## src/rtl/ps2_keyboard_rx_pkg.sv

```systemverilog
// ps2_keyboard_rx_pkg
//   Shared definitions for the PS/2 keyboard receiver: frame FSM state
//   encoding, fixed start/stop bit levels, the default inter-edge timeout
//   and the odd-parity check used on frame completion.
package ps2_keyboard_rx_pkg;

   typedef enum logic [1:0] {
      IDLE   = 2'd0,
      DATA   = 2'd1,
      PARITY = 2'd2,
      STOP   = 2'd3
   } ps2_state_e;

   localparam logic PS2_START_BIT = 1'b0;
   localparam logic PS2_STOP_BIT  = 1'b1;

   // 1 ms at 50 MHz: far longer than any legal PS/2 bit period (60-100 us).
   localparam int PS2_TIMEOUT_CYCLES = 50_000;

   // PS/2 uses odd parity: data bits plus the parity bit hold an odd number of ones.
   function automatic logic ps2_parity_ok(input logic [7:0] data, input logic parity);
      return ^{data, parity};
   endfunction

endpackage

```

## src/rtl/scancode_fifo.sv

```systemverilog
// scancode_fifo
//   Synchronous show-ahead FIFO. The head entry is presented combinationally
//   on head (0 when empty). A push into a full FIFO is accepted only when a
//   pop happens in the same cycle, so a full FIFO can stream without loss.
// Ports:
//   clk, reset     clock, asynchronous active-low reset (pointers/count only)
//   push,push_data write request and data
//   pop            read request; ignored when empty
//   head           current head entry, 0 when empty
//   valid          FIFO non-empty
//   count          current occupancy, 0..DEPTH
//   full           occupancy equals DEPTH
module scancode_fifo #(
   parameter int DEPTH  = 8,
   parameter int DATA_W = 8
) (
   input  logic                     clk,
   input  logic                     reset,
   input  logic                     push,
   input  logic [DATA_W-1:0]        push_data,
   input  logic                     pop,
   output logic [DATA_W-1:0]        head,
   output logic                     valid,
   output logic [$clog2(DEPTH):0]   count,
   output logic                     full
);

   localparam int AW = $clog2(DEPTH);
   localparam logic [AW:0] FULL_CNT = (AW+1)'(DEPTH);

   logic [DATA_W-1:0] mem [DEPTH];
   logic [AW-1:0]     wr_ptr;
   logic [AW-1:0]     rd_ptr;
   logic [AW:0]       count_q;
   logic              do_push;
   logic              do_pop;

   assign valid  = (count_q != '0);
   assign full   = (count_q == FULL_CNT);
   assign count  = count_q;
   assign head   = valid ? mem[rd_ptr] : '0;

   assign do_pop  = pop & valid;
   // When full, the slot being pushed is the one freed by the simultaneous pop.
   assign do_push = push & (~full | do_pop);

   // Pointers wrap naturally because DEPTH is a power of two.
   always_ff @(posedge clk or negedge reset) begin
      if (!reset) begin
         wr_ptr  <= '0;
         rd_ptr  <= '0;
         count_q <= '0;
      end else begin
         if (do_push) wr_ptr <= wr_ptr + AW'(1);
         if (do_pop)  rd_ptr <= rd_ptr + AW'(1);
         case ({do_push, do_pop})
            2'b10:   count_q <= count_q + (AW+1)'(1);
            2'b01:   count_q <= count_q - (AW+1)'(1);
            default: count_q <= count_q;
         endcase
      end
   end

   always_ff @(posedge clk) begin
      if (do_push) mem[wr_ptr] <= push_data;
   end

endmodule

```

## src/rtl/ps2_keyboard_rx.sv

```systemverilog
// ps2_keyboard_rx
//   PS/2 keyboard receiver. Synchronizes the raw PS/2 pins, samples data on
//   falling edges of the device clock, checks start/parity/stop, and pushes
//   good scancodes into a show-ahead FIFO polled by the CPU.
// Ports:
//   clk, reset      50 MHz system clock, asynchronous active-low reset
//   ps2_clk/data    raw asynchronous PS/2 connector pins
//   rd_en           pop the head entry (ignored when empty)
//   clear_err       clear the sticky error flags (a same-cycle set wins)
//   scancode        FIFO head, 0 when empty
//   valid, count    FIFO non-empty, current occupancy
//   parity_err      sticky: frame dropped for bad parity
//   frame_err       sticky: frame dropped for bad start/stop or timeout
//   overflow        sticky: good frame dropped because the FIFO was full
module ps2_keyboard_rx
   import ps2_keyboard_rx_pkg::*;
#(
   parameter int FIFO_DEPTH     = 8,
   parameter int TIMEOUT_CYCLES = PS2_TIMEOUT_CYCLES
) (
   input  logic                          clk,
   input  logic                          reset,
   input  logic                          ps2_clk,
   input  logic                          ps2_data,
   input  logic                          rd_en,
   input  logic                          clear_err,
   output logic [7:0]                    scancode,
   output logic                          valid,
   output logic [$clog2(FIFO_DEPTH):0]   count,
   output logic                          parity_err,
   output logic                          frame_err,
   output logic                          overflow
);

   localparam int GAP_W = $clog2(TIMEOUT_CYCLES + 1);
   localparam logic [GAP_W-1:0] GAP_LIMIT = GAP_W'(TIMEOUT_CYCLES);

   logic             ps2_clk_p0, ps2_clk_p1, ps2_clk_p2;
   logic             ps2_data_p0, ps2_data_p1;
   logic             fall_edge;

   ps2_state_e       state, state_nxt;
   logic [2:0]       bit_cnt;
   logic [7:0]       shift_reg;
   logic             parity_bit;
   logic [GAP_W-1:0] gap_cnt;

   logic             shift_en, parity_ld, good_frame, set_parity, set_frame;
   logic             vld_p3;
   logic [7:0]       scancode_p3;
   logic             fifo_full;
   logic             set_overflow;

   // ---- stage p0/p1: two-flop synchronizers; p2: previous clock level ----
   // Reset to 1 so an idle-high bus does not look like an edge after reset.
   always_ff @(posedge clk or negedge reset) begin
      if (!reset) begin
         ps2_clk_p0  <= 1'b1;
         ps2_clk_p1  <= 1'b1;
         ps2_clk_p2  <= 1'b1;
         ps2_data_p0 <= 1'b1;
         ps2_data_p1 <= 1'b1;
      end else begin
         ps2_clk_p0  <= ps2_clk;
         ps2_clk_p1  <= ps2_clk_p0;
         ps2_clk_p2  <= ps2_clk_p1;
         ps2_data_p0 <= ps2_data;
         ps2_data_p1 <= ps2_data_p0;
      end
   end

   assign fall_edge = ps2_clk_p2 & ~ps2_clk_p1;

   // ---- frame FSM: next state and per-edge actions ----
   always_comb begin
      state_nxt  = state;
      shift_en   = 1'b0;
      parity_ld  = 1'b0;
      good_frame = 1'b0;
      set_parity = 1'b0;
      set_frame  = 1'b0;
      if (fall_edge) begin
         case (state)
            IDLE: begin
               // A high bit in IDLE is line noise, not a frame: ignore it silently.
               if (ps2_data_p1 == PS2_START_BIT) state_nxt = DATA;
            end
            DATA: begin
               shift_en = 1'b1;
               if (bit_cnt == 3'd7) state_nxt = PARITY;
            end
            PARITY: begin
               parity_ld = 1'b1;
               state_nxt = STOP;
            end
            STOP: begin
               state_nxt = IDLE;
               if (ps2_data_p1 != PS2_STOP_BIT)
                  set_frame = 1'b1;
               else if (!ps2_parity_ok(shift_reg, parity_bit))
                  set_parity = 1'b1;
               else
                  good_frame = 1'b1;
            end
            default: state_nxt = IDLE;
         endcase
      end else if (state != IDLE && gap_cnt == GAP_LIMIT) begin
         state_nxt = IDLE;
         set_frame = 1'b1;
      end
   end

   assign set_overflow = vld_p3 & fifo_full & ~rd_en;

   always_ff @(posedge clk or negedge reset) begin
      if (!reset) begin
         state      <= IDLE;
         bit_cnt    <= '0;
         gap_cnt    <= '0;
         vld_p3     <= 1'b0;
         parity_err <= 1'b0;
         frame_err  <= 1'b0;
         overflow   <= 1'b0;
      end else begin
         state <= state_nxt;
         if (state == IDLE)
            bit_cnt <= '0;
         else if (shift_en)
            bit_cnt <= bit_cnt + 3'd1;
         // The gap counter only measures time inside a frame.
         if (fall_edge || state == IDLE)
            gap_cnt <= '0;
         else
            gap_cnt <= gap_cnt + GAP_W'(1);
         vld_p3     <= good_frame;
         parity_err <= set_parity   | (parity_err & ~clear_err);
         frame_err  <= set_frame    | (frame_err  & ~clear_err);
         overflow   <= set_overflow | (overflow   & ~clear_err);
      end
   end

   // Data path registers carry no reset; they are only consumed after being loaded.
   always_ff @(posedge clk) begin
      if (shift_en)   shift_reg   <= {ps2_data_p1, shift_reg[7:1]};
      if (parity_ld)  parity_bit  <= ps2_data_p1;
      if (good_frame) scancode_p3 <= shift_reg;
   end

   // ---- stage p3: registered push into the scancode FIFO ----
   scancode_fifo #(
      .DEPTH  (FIFO_DEPTH),
      .DATA_W (8)
   ) u_fifo (
      .clk       (clk),
      .reset     (reset),
      .push      (vld_p3),
      .push_data (scancode_p3),
      .pop       (rd_en),
      .head      (scancode),
      .valid     (valid),
      .count     (count),
      .full      (fifo_full)
   );

endmodule

```

## config.mk

```make
export PLATFORM = sky130hd
export DESIGN_NAME = ps2_keyboard_rx
export DESIGN_NICKNAME = d
export VERILOG_FILES = /design/src/rtl/ps2_keyboard_rx_pkg.sv /design/src/rtl/scancode_fifo.sv /design/src/rtl/ps2_keyboard_rx.sv
export SDC_FILE = /design/constraint.sdc
export NUM_CORES = 1
export LEC_CHECK = 0
export BUFFER_PORTS_ARGS = -buffer_cell sky130_fd_sc_hd__buf_2
export CELL_PAD_IN_SITES_DETAIL_PLACEMENT = 2
export CELL_PAD_IN_SITES_GLOBAL_PLACEMENT = 2
export CORE_UTILIZATION = 45
export CTS_BUF_LIST = sky130_fd_sc_hd__clkbuf_8 sky130_fd_sc_hd__clkbuf_16
export DETAILED_ROUTE_END_ITERATION = 10
export PLACE_DENSITY_LB_ADDON = 0.3
export SYNTH_ARGS = -nofsm -noshare
export SYNTH_HDL_FRONTEND = slang
export SYNTH_HIERARCHICAL = 1
export SYNTH_SLANG_ARGS = --single-unit
```

## constraint.sdc

```tcl
create_clock -name clk -period 3.9 [get_ports clk]
set_clock_uncertainty 0.1 [all_clocks]
set_input_delay 0.585 -clock clk [delete_from_list [all_inputs] [get_ports clk]]
set_output_delay 0.585 -clock clk [all_outputs]
set_load 0.02 [all_outputs]
```

# ---- After elaboration in Yosys (flattened, before gate mapping)
# Memory sizes are Yosys's and may differ from the RTL's.
# Cells that the tools add are included.
dict set report classes {
  n_addsub 6
  mul 0
  n_div 0
  order_cmp 0
  eq_ne 10
  shift 0
  n_mux 28
  n_bitwise 16
  reduce_logical 10
}
# op count
set op_table {}
lappend op_table {{1-bit 2-to-1 mux} 18}
lappend op_table {{16-bit by 1-bit adder with 16-bit output, second input constant} 1}
lappend op_table {{16-bit equality test, second input constant} 1}
lappend op_table {{16-bit 2-to-1 mux} 1}
lappend op_table {{3-bit by 1-bit adder with 3-bit output, second input constant} 3}
lappend op_table {{9-bit XOR reduction} 1}
lappend op_table {{1-bit AND} 8}
lappend op_table {{2-bit 2-to-1 mux} 4}
lappend op_table {{8-bit 2-to-1 mux} 1}
lappend op_table {{2-bit case mux with 4 select lines} 1}
lappend op_table {{4-bit case mux with 2 select lines} 1}
lappend op_table {{2-bit nonzero test} 4}
lappend op_table {{2-bit equality test, second input constant} 3}
lappend op_table {{3-bit 2-to-1 mux} 2}
lappend op_table {{3-bit inequality test, second input constant} 2}
lappend op_table {{4-bit by 1-bit adder with 4-bit output, second input constant} 1}
lappend op_table {{2-bit by 1-bit equality test with 1-bit output, second input constant} 2}
lappend op_table {{4-bit equality test, second input constant} 1}
lappend op_table {{1-bit inverter} 4}
lappend op_table {{1-bit OR} 4}
lappend op_table {{4-bit nonzero test} 1}
lappend op_table {{4-bit by 1-bit subtractor with 4-bit output, second input constant} 1}
lappend op_table {{3-bit equality test, second input constant} 1}
lappend op_table {{3-bit AND reduction} 1}
lappend op_table {{other kinds (3)} 3}
dict set report word_totals {
  reg_bits 57
  latch_bits 0
  ramBits 64
  mem_bits_ro 0
  input_bits 6
  output_inout_bits 16
  memories 1
}
# memory depth width rd rd_clocked_by_memory_dff write_ports line_no
set mem_list {}
lappend mem_list {u_fifo.mem 8 8 1 0 1 scancode_fifo.sv:31} ;# logic [DATA_W-1:0] mem [DEPTH];

# ---- Longest topological paths before layout
dict set report depth {
  depth_word 6
  depth_mapped 11
}

# ---- Hierarchy
# Netlist, hierarchy kept.
# module instances cells_per_inst area_per_inst_um2 seq_area_each_um2
set modules_own_cells {}
lappend modules_own_cells {scancode_fifo 1 188 3195.6 2172.1}
lappend modules_own_cells {ps2_keyboard_rx 1 164 2014.4 1267.5}

# ---- Worst setup path after synthesis
# OpenSTA, ideal clock, no wires.
dict set report synth_path {
  path_kind {register -> register}
  startpoint {register u_fifo.count_q[2] (netlist: u_fifo/count[2])}
  endpoint {register u_fifo.count_q[3] (netlist: u_fifo/count[3])}
  arrival_time_ps 2442
  required_ps 3676
  slack_ps 1234
  stages_incl_launch_ff 12
  n_path_buf 1
  synth_period_minus_slack_ps 2666
  cell_sequence {dfrtp_1 > or3_1 > buf_6 > nor2_8 > inv_6 > nand3_1 > inv_1 > ha_1 > a211oi_1 > o21ai_0 > mux2i_1 > a211o_1}
}
dict set report synth_via {
  elab_chain_len 6
}
# element line_no
set synth_lines {}
lappend synth_lines {{start, declared} scancode_fifo.sv:34} ;# logic [AW:0] count_q;
lappend synth_lines {{start signal, assigned} scancode_fifo.sv:57} ;# 2'b10: count_q <= count_q + (AW+1)'(1);
lappend synth_lines {{start signal, assigned} scancode_fifo.sv:58} ;# 2'b01: count_q <= count_q - (AW+1)'(1);
lappend synth_lines {{start signal, assigned} scancode_fifo.sv:59} ;# default: count_q <= count_q;
lappend synth_lines {{4-bit nonzero test *} scancode_fifo.sv:38} ;# assign valid = (count_q != '0);
lappend synth_lines {{net valid} ps2_keyboard_rx.sv:28} ;# output logic valid,
lappend synth_lines {{1-bit AND *} scancode_fifo.sv:43} ;# assign do_pop = pop & valid;
lappend synth_lines {{1-bit OR} scancode_fifo.sv:45} ;# assign do_push = push & (~full | do_pop);
lappend synth_lines {{1-bit AND} scancode_fifo.sv:45}
lappend synth_lines {{2-bit by 1-bit equality test with 1-bit output / 2-bit equality test (equally long branches)} scancode_fifo.sv:56} ;# case ({do_push, do_pop})
lappend synth_lines {{4-bit case mux with 2 select lines / 2-bit nonzero test (equally long branches)} --}
# Mark *: on every way through the listed nets, which the timed path passes. The rest lies on a longest branch.
# A chain may end at the register's enable or synchronous reset.

# ---- Worst setup path in the final report
dict set report layout_path {
  startpoint {register u_fifo.rd_ptr[0]}
  endpoint {output scancode[4]}
}
dict set report layout_via {
  elab_chain_len 2
}
# element line_no
set layout_lines {}
lappend layout_lines {{start, declared} scancode_fifo.sv:33} ;# logic [AW-1:0] rd_ptr;
lappend layout_lines {{start signal, assigned} scancode_fifo.sv:55} ;# if (do_pop) rd_ptr <= rd_ptr + AW'(1);
lappend layout_lines {{memory read 8 x 8 bit} --}
lappend layout_lines {{8-bit 2-to-1 mux} scancode_fifo.sv:41} ;# assign head = valid ? mem[rd_ptr] : '0;
lappend layout_lines {{end, declared} ps2_keyboard_rx.sv:27} ;# output logic [7:0] scancode,
# Every way passes these cells.

==> qor.txt <==
max-slew violations: 0
fraction of registers with async set/reset: 0.331
EDFF count, synth: 81
max-cap violations: 0
Core Util, Final: 0.545
worst hold slack: 0.175 ns
r2r startpoint: u_fifo/count[2]
relative slew slack: 0.213
clock root cell: clkbuf_16
die area: 12000 sq um
max reg flops: 64
TritonCTS clock tree: yes
Period minus WS final: 3.16 ns
antenna diode count: 0
largest net degree at the start of global routing: 41
final setup vio count: 0
clk buf depth: 2
register area share after synthesis: 0.660
Final period util: 0.810
DPL Wire Length: 9.38 mm
area grow syn2layout: 15.9%
Synth Register Bits: 121
total track usage: 0.263
Core Area: 11100 sq um
FF-to-FF setup slack: 0.78 ns
Worst-Skew Late Latency: 0.42 ns
worst path required time: 3.21 ns
IO Count: 22
layout cell share with drive strength beyond 1: 0.227
Iteration-0 DRC Markers: 128
Die Width: 110 microns
# hold bufs at CTS: 0
Final TNS setup: 0 ns
clk sinks: 121
Fmax: 0.317 GHz
Largest Register: u_fifo/mem
post-DR wirelength/cell: 25.9 microns
worst hold path class: in2reg
H-Tree Level Count: 4
Final GP Congestion: 0.730
Max FO, Critical Path: 11
NumNets Final: 408
Worst R2R Path Depth: 10
Worst EP arrival: 2.47 ns
post-cts sizing count: 0
initial antenna violation count: 0
Primary FF master, synth: edfxtp_1
Synth Warn #: 6
routed vias: 3099
Mapped Cells: 352
input/output buffers: 21
Filler cells: 989
library cells used by synthesis: 51
Post-route DRC: 0
Critical Path Source: u_fifo/rd_ptr[0]
post-synth net total: 372
# rows: 38
Slew @ Worst Pin: 1.18 ns
first-pass GRT wire length: 21.4 mm
Mean Syn Cell Area: 14.8 sq um
Initial Util: 0.470
RSZ-0062 raised after global routing: no
Clk pin slew, worst setup/hold paths: 0.06 ns
critical path type: reg2out
Largest regs: u_fifo/mem (64), gap_cnt (16)
R2R Path End: u_fifo/count[2]
Post-CTS Setup Bufs: 0
height of the die: 110 microns
leakage: 2.23 nW
endpoints failing hold: 0
Setup crit end: scancode[4]
Final Routed Wirelength: 14.0 mm
Setup crit end kind: output pin
vias in the first global route: 3519
VDD IR-drop max: 380 uV
grt ovf: 0
DR vias/cell: 5.73
outcome: completed
power per cell area: 673 nW/um^2
Startpoint Class: register
Post-Syn Area: 5210 sq um
drt pass-1 iters: 4
antenna viol nets, final: 0
clock buffer count from CTS: 17
[layer usage]
layer  GRT usage  routed length (microns)  vias up
li1            -                        -     1378
met1       0.282                     5320     1611
met2       0.473                     7690       83
met3      0.0682                      494       27
met4       0.141                      528        0
met5           0                        0        -
[metrics by stage]
stage	cell area (sq um)	power [mW]	instances	setup WS, ns
final	6040	4.06	541	0.743
after global routing	6040	4.24	541	0.573
after CTS	6040	4.11	541	0.659
after detailed placement	5480	2.61	509	0.866
after global placement	5480	2.51	509	1.08
after floorplan	5210	2.29	352	1.23
[cells in the final DEF, fill, tap and decap left out, drive strengths merged, types with 5 or more instances in the layout]
cell type / count
edfxtp: 81
dfrtp: 35
nor2: 29
buf: 28
nand2: 24
inv: 18
clkbuf: 17
mux4: 16
xnor2: 15
a21oi: 13
ha: 13
mux2i: 12
o21ai: 12
nand3: 10
nor3: 9
or3: 8
clkinvlp: 6
clkinv: 6
xor2: 5
dfstp: 5
[cell families (layout without fill, tap and decap cells)]
group           Yosys count  after routing  share of synthesized area
flops                   121            121                      0.660
simple gates            101            101                      0.102
compound gates           39             39                     0.0456
mux                      29             29                     0.0944
buf+inv                  27             76                     0.0245
xor+xnor                 21             21                     0.0379
fa+ha+maj                14             14                     0.0351
[worst min-delay path by stage]
stage,start,end,depth (start not counted)
after floorplan,reset,bit_cnt[0],0
after global placement,ps2_clk_p0,ps2_clk_p1,0
after detailed placement,ps2_data_p0,ps2_data_p1,0
after CTS,ps2_data,ps2_data_p0,1
after global routing,ps2_data,ps2_data_p0,1
final,ps2_data,ps2_data_p0,1
[Yosys cell counts, types with 2 or more instances]
| cell | n | area share |
|---|---|---|
| edfxtp_1 | 81 | 0.47 |
| dfrtp_1 | 35 | 0.17 |
| nor2_1 | 27 | 0.019 |
| nand2_1 | 23 | 0.017 |
| mux4_2 | 16 | 0.069 |
| inv_1 | 15 | 0.011 |
| xnor2_1 | 15 | 0.025 |
| a21oi_1 | 13 | 0.012 |
| ha_1 | 13 | 0.031 |
| mux2i_1 | 12 | 0.023 |
| o21ai_0 | 11 | 0.011 |
| nand3_1 | 9 | 0.0086 |
| nor3_1 | 9 | 0.0086 |
| or3_1 | 8 | 0.0096 |
| dfstp_2 | 5 | 0.025 |
| xor2_1 | 5 | 0.0084 |
| nand2b_1 | 4 | 0.0048 |
| nor4_1 | 4 | 0.0048 |
| o22ai_1 | 4 | 0.0048 |
| buf_4 | 3 | 0.0043 |
| clkbuf_1 | 3 | 0.0022 |
| a211o_1 | 2 | 0.0034 |
| a211oi_1 | 2 | 0.0029 |
| a31oi_1 | 2 | 0.0024 |
| and2_1 | 2 | 0.0024 |
| buf_1 | 2 | 0.0014 |
| nand3b_1 | 2 | 0.0029 |
| nor2b_1 | 2 | 0.0024 |
[cell type report]
type / instances / area (sq um) / area share
timing repair buffer: 28 / 158 / 0.0261
clock buffer: 17 / 425 / 0.0705
tap: 140 / 175 / 0.0290
clock inverter: 15 / 131 / 0.0218
multi-input combinational: 204 / 1640 / 0.272
inverter: 16 / 65.1 / 0.0108
sequential: 121 / 3440 / 0.570
[where the power goes]
part	leakage (nW)	total, mW	internal (mW)	switching, mW
Sequential	1.25	1.60	1.43	0.172
Combinational	0.723	0.984	0.423	0.562
Clock	0.256	1.48	0.874	0.605
[critical path: stages, from the launching register on]
cell and delay [ns]:
dfrtp_1 0.66, buf_4 0.34, mux4_2 0.54, mux2i_1 0.23
nor2_1 0.11, buf_2 0.17
(Power assumes the default switching activity.)
